## src/rtl/mux8_rr_arbiter_if.sv

```systemverilog
// Bundle of the arbiter-facing signals: requester side (req/data_in)
// and the grant / shared-mux side (grant, sel, status pulses, y_out).
interface mux8_rr_arbiter_if;
    logic [7:0] req;
    logic [7:0] data_in;
    logic [7:0] grant;
    logic [2:0] sel;
    logic       busy;
    logic       y_out;
    logic       rel_pulse;
    logic       timeout;

    // The requesting side drives req/data_in and observes everything else
    modport master (
        output req, data_in,
        input  grant, sel, busy, y_out, rel_pulse, timeout
    );

    // The arbiter consumes req/data_in and produces grant, select and status
    modport slave (
        input  req, data_in,
        output grant, sel, busy, y_out, rel_pulse, timeout
    );
endinterface

```

## src/rtl/mux8_rr_arbiter.sv

```systemverilog
// Round-robin arbiter in front of a shared 8:1 one-bit mux.
// States IDLE -> GRANT -> GAP -> IDLE; GAP is a one-cycle turnaround.
// Optional macro ARB_TIMEOUT_EN: force-release an owner after MAX_HOLD
// consecutive grant cycles and pulse timeout during that GAP cycle.
module mux8_rr_arbiter #(
    parameter int MAX_HOLD = 15,
    parameter int CNT_W    = 4
) (
    input logic             clk,
    input logic             rst_n,
    mux8_rr_arbiter_if.slave bus
);

    typedef enum logic [1:0] {
        IDLE  = 2'd0,
        GRANT = 2'd1,
        GAP   = 2'd2
    } state_t;

    state_t     state_q, state_d;
    logic [7:0] grant_q, grant_d;
    logic [2:0] sel_q, sel_d;
    logic [2:0] last_q, last_d;
    logic       found;
    logic [2:0] winner;

    // Reject parameter combinations the hold counter cannot represent
    if (MAX_HOLD < 1 || MAX_HOLD > 15 || (2 ** CNT_W) <= MAX_HOLD) begin : g_param_check
        $error("mux8_rr_arbiter: MAX_HOLD must be 1..15 and fit in CNT_W bits");
    end

`ifdef ARB_TIMEOUT_EN
    localparam logic [CNT_W-1:0] HOLD_LIMIT = CNT_W'(MAX_HOLD - 1);
    localparam logic [CNT_W-1:0] HOLD_SAT   = CNT_W'(MAX_HOLD);

    logic [CNT_W-1:0] cnt_q, cnt_d;
    logic             timeout_q, timeout_d;
`endif

    // Round-robin search: first set request strictly after the last owner
    always_comb begin
        logic [2:0] idx;
        found  = 1'b0;
        winner = 3'd0;
        idx    = 3'd0;
        for (int k = 1; k <= 8; k++) begin
            idx = last_q + 3'(k);
            if (!found && bus.req[idx]) begin
                found  = 1'b1;
                winner = idx;
            end
        end
    end

    // Next-state and next-register values for the IDLE/GRANT/GAP sequence
    always_comb begin
        state_d = state_q;
        grant_d = grant_q;
        sel_d   = sel_q;
        last_d  = last_q;
`ifdef ARB_TIMEOUT_EN
        cnt_d     = cnt_q;
        timeout_d = 1'b0;
`endif
        case (state_q)
            IDLE: begin
                if (found) begin
                    state_d = GRANT;
                    grant_d = 8'(1) << winner;
                    sel_d   = winner;
                    last_d  = winner;
`ifdef ARB_TIMEOUT_EN
                    cnt_d   = '0;
`endif
                end
            end
            GRANT: begin
                if (!bus.req[sel_q]) begin
                    state_d = GAP;
                    grant_d = 8'h00;
                end
`ifdef ARB_TIMEOUT_EN
                else if (cnt_q == HOLD_LIMIT) begin
                    state_d   = GAP;
                    grant_d   = 8'h00;
                    timeout_d = 1'b1;
                end
                else if (cnt_q != HOLD_SAT) begin
                    cnt_d = cnt_q + 1'b1;
                end
`endif
            end
            GAP: begin
                state_d = IDLE;
            end
            default: begin
                state_d = IDLE;
                grant_d = 8'h00;
            end
        endcase
    end

    // State and arbitration registers; reset points the search at index 0
    always_ff @(posedge clk or negedge rst_n) begin
        if (!rst_n) begin
            state_q <= IDLE;
            grant_q <= 8'h00;
            sel_q   <= 3'd0;
            last_q  <= 3'd7;
        end else begin
            state_q <= state_d;
            grant_q <= grant_d;
            sel_q   <= sel_d;
            last_q  <= last_d;
        end
    end

`ifdef ARB_TIMEOUT_EN
    // Hold counter and the registered force-release pulse
    always_ff @(posedge clk or negedge rst_n) begin
        if (!rst_n) begin
            cnt_q     <= '0;
            timeout_q <= 1'b0;
        end else begin
            cnt_q     <= cnt_d;
            timeout_q <= timeout_d;
        end
    end

    assign bus.timeout = timeout_q;
`else
    assign bus.timeout = 1'b0;
`endif

    assign bus.grant     = grant_q;
    assign bus.sel       = sel_q;
    assign bus.busy      = (state_q == GRANT);
    assign bus.rel_pulse = (state_q == GAP);
    assign bus.y_out     = (state_q == GRANT) ? bus.data_in[sel_q] : 1'b0;

endmodule
```

## src/flat_wrapper.sv

```systemverilog
// flat-port wrapper written by rule: the top's interface ports become plain ports
module mux8_rr_arbiter_flat 
#(
    parameter int MAX_HOLD = 15,
    parameter int CNT_W    = 4
)
  (clk, rst_n, bus_req, bus_data_in, bus_grant, bus_sel, bus_busy, bus_y_out, bus_rel_pulse, bus_timeout);
  mux8_rr_arbiter_if bus_i ();
  input logic clk;
  input logic rst_n;
  input wire logic [$bits(bus_i.req)-1:0] bus_req;
  input wire logic [$bits(bus_i.data_in)-1:0] bus_data_in;
  output wire logic [$bits(bus_i.grant)-1:0] bus_grant;
  output wire logic [$bits(bus_i.sel)-1:0] bus_sel;
  output wire logic [$bits(bus_i.busy)-1:0] bus_busy;
  output wire logic [$bits(bus_i.y_out)-1:0] bus_y_out;
  output wire logic [$bits(bus_i.rel_pulse)-1:0] bus_rel_pulse;
  output wire logic [$bits(bus_i.timeout)-1:0] bus_timeout;
  assign bus_i.req = bus_req;
  assign bus_i.data_in = bus_data_in;
  assign bus_grant = bus_i.grant;
  assign bus_sel = bus_i.sel;
  assign bus_busy = bus_i.busy;
  assign bus_y_out = bus_i.y_out;
  assign bus_rel_pulse = bus_i.rel_pulse;
  assign bus_timeout = bus_i.timeout;
  mux8_rr_arbiter #(.MAX_HOLD(MAX_HOLD), .CNT_W(CNT_W)) u_core (.clk(clk), .rst_n(rst_n), .bus(bus_i));
endmodule
```

## config.mk

```make
export PLATFORM = sky130hd
export DESIGN_NAME = mux8_rr_arbiter_flat
export DESIGN_NICKNAME = d
export VERILOG_FILES = /design/src/rtl/mux8_rr_arbiter_if.sv /design/src/rtl/mux8_rr_arbiter.sv /design/src/flat_wrapper.sv
export SDC_FILE = /design/constraint.sdc
export NUM_CORES = 1
export LEC_CHECK = 0
export BUFFER_PORTS_ARGS = -buffer_cell sky130_fd_sc_hd__buf_2
export CAP_MARGIN = 20
export CORE_MARGIN = 3
export CORE_UTILIZATION = 55
export CTS_BUF_LIST = sky130_fd_sc_hd__clkbuf_2
export CTS_CLUSTER_DIAMETER = 50
export DETAILED_ROUTE_END_ITERATION = 8
export GPL_ROUTABILITY_DRIVEN = 0
export PLACE_DENSITY = 0.79
export SLEW_MARGIN = 5
export SYNTH_ARGS = -nofsm -noshare
export SYNTH_HDL_FRONTEND = slang
export SYNTH_SLANG_ARGS = --single-unit
```

## constraint.sdc

```tcl
create_clock -name clk -period 4.8 [get_ports clk]
set_input_delay 0.48 -clock clk [delete_from_list [all_inputs] [get_ports clk]]
set_output_delay 0.48 -clock clk [all_outputs]
set_load 0.005 [all_outputs]
```

==> out/results.ini <==
[routing]
vias = 1538
drc = 0
wirelength_um = 4370
routed_via_density = 6.54
wl_per_cell_um = 18.6
dr.pass1.iters = 4
ant_nets = 0
first_iter_violations = 77

[clock_network]
cts_tree = built
post-cts-setup-buffers = 0
cts_root_buf = clkbuf_2
cts_sinks = 16
htreeDepth = 1
clk_latency_ps = 300
numCtsBuffers = 3
holdBufCountCts = 0
ctsLongestPathBuffers = 2
ctsResizeCount = 0
clkSlewWorstSetupHoldPaths_ps = 160

[yosys]
synth.avg_cell_area_um2 = 10.6
synth-async-reset-ratio_pct = 100
synth_area_um2 = 1750
yosys-top-cells-area = dfrtp_1, mux4_2, nand2_1
ys_warn_count = 0
synth-seq-area-share_pct = 23.1
synthFlopType = dfrtp_1
synth_nets = 185
synth-edff-count = 0
yosysTopAreaCell = dfrtp_1
syn_inst = 165
ys_types = 61
synth.top_cell.area_share_pct = 18.6
ys_ff_latch = 16

[min_path]
min_path_type = in -> async

[critical_path]
critPathArrivalTime_ps = 4160
worst_r2r_path_depth = 9
cp-start-kind = flip-flop
worstSetupPathType = reg -> reg
crit_path_max_fanout = 18
cp_data_required_time_ps = 4970
crit_path_start = u_core.last_q[0]
r2r_start = u_core.last_q[0]
cp-end-kind = flip-flop

[final_layout]
final_nets = 214
drive_above_1_share_pct = 36.8
stdcell_count = 235
antennaDiodeCount = 0
syn_to_final_growth_pct = 9.67
fill_cells = 231

[global_route]
track_usage_pct = 23.9
grt-busiest-layer = met2
grt_pass1_vias = 1579
antenna_found_initial = 0
grt-ovfl-total = 0
use_met1_pct = 32.0
met2_usage_pct = 39.4
grt_pass1_wl_um = 7500
use_met3_pct = 4.50
grt_max_degree = 19

[floorplan]
core_area_um2 = 2900
die_x_um = 62.4
rows = 19
die_h_um = 62.4
io_pins = 33
dieArea_um2 = 3890
initial_core_util_pct = 60.2

[timing]
finalHoldViolCount = 0
fin_skew_ps = 10.7
period_share_pct = 83.2
fin_setup_tns_ps = 0
worst_pin_slew_ps = 648
layout_setup_ws_ps = 805
slew_viol_final = 0
final-setup-viol-count = 0
fmax_mhz = 250
finalCriticalPeriod_ps = 3990
rsz0062_at_grt = false
relSlewSlack_pct = 56.8

[placed_design]
port_buffers = 31
post-place-ws_ps = 840
dpl.hpwl_um = 3420
dp_cells = 231

[run]
cap_violations = 0

[run_status]
outcome = finished, final reports clean

==> flip-flops by register name, indices dropped and copies added (netlist names) <==
name,flops
u_core.state_q,2
u_core.bus.grant,8
u_core.last_q,3
u_core.bus.sel,3
==> worst max-delay path, cell delays in order (launching register included) <==
cell and delay [ps]:
dfstp_2 850, inv_1 200, ha_1 600, mux2_1 380, or3_1 360, o211a_1 210, or3_4 450, o22a_1 220
a311oi_2 460, a21oi_1 130
==> metal layers <==
layer,wire length [µm],part of all wire [%]
met3,333,7.6
met5,0,0
met2,2100,48
met4,96,2.2
met1,1840,42
==> layout make-up <==
| cell class | instances | area (µm²) | share of cell area (%) |
|---|---|---|---|
| flip-flops and latches | 16 | 404 | 21.1 |
| repair buffers | 31 | 155 | 8.10 |
| well taps | 42 | 52.6 | 2.74 |
| clock inverters | 1 | 3.75 | 0.196 |
| inverters | 3 | 11.3 | 0.588 |
| clock buffers | 3 | 15.0 | 0.784 |
| multi-input cells | 139 | 1270 | 66.5 |
==> placed cells by master (no fill, tap or decap), drive strengths merged, types with 4 or more instances in the layout <==
cell type and instances:
mux2i 9, nand2 28, dfrtp 13, mux2 5
o21ai 9, a21oi 8, nor2b 5, buf 31
mux4 14, nor2 8, and2 4
==> cells by family after synthesis <==
logic type / after synthesis / synth area share (%)
other: 1 / 0.215
AO/OA/AOI/OAI: 46 / 22.3
flip-flops: 16 / 23.1
adder cells (fa/ha/maj): 2 / 1.43
multiplexers: 28 / 27.8
AND/OR/NAND/NOR: 57 / 18.7
buffers and inverters: 10 / 3.94
XOR/XNOR: 5 / 2.51
==> per-stage QoR <==
| step | hold slack, ps | utilization (%) | instance area, µm² |
|---|---|---|---|
| 2_1_floorplan | 184 | - | 1750 |
| 3_3_place_gp | 395 | 65.4 | 1900 |
| 3_5_place_dp | 407 | 65.4 | 1900 |
| 4_1_cts | 53.7 | 66.0 | 1920 |
| 5_1_grt | 40.7 | 66.0 | 1920 |
| 6_report | 50.9 | 66.0 | 1920 |
==> synth_stat cells (2+ instances only) <==
master and number:
a21oi_1 8, a22o_1 2, a311o_1 2, a311oi_2 2
a31oi_1 2, a32oi_1 2, and2_1 2, buf_4 4
buf_6 2, dfrtp_1 13, dfstp_2 3, ha_1 2
inv_1 3, mux2_2 3, mux2i_1 8, mux4_1 2
mux4_2 12, nand2_1 28, nand2b_1 2, nor2_1 8
nor2b_1 4, nor4_4 2, o21a_1 2, o21ai_1 7
xnor2_1 2, xor2_1 3
==> worst paths after layout <==
check / to / slack, ps
max: u_core.bus.sel[1] / 810
max in group asynchronous: u_core.last_q[0] / 4430
max reg2reg: u_core.bus.sel[1] / 810
min reg2reg: u_core.bus.grant[3] / 500
min in group clk: u_core.bus.grant[3] / 500
min: u_core.bus.grant[5] / 50
Power is not shown: default switching activity piles up to over one toggle a cycle in this logic, so the estimate is an artifact.
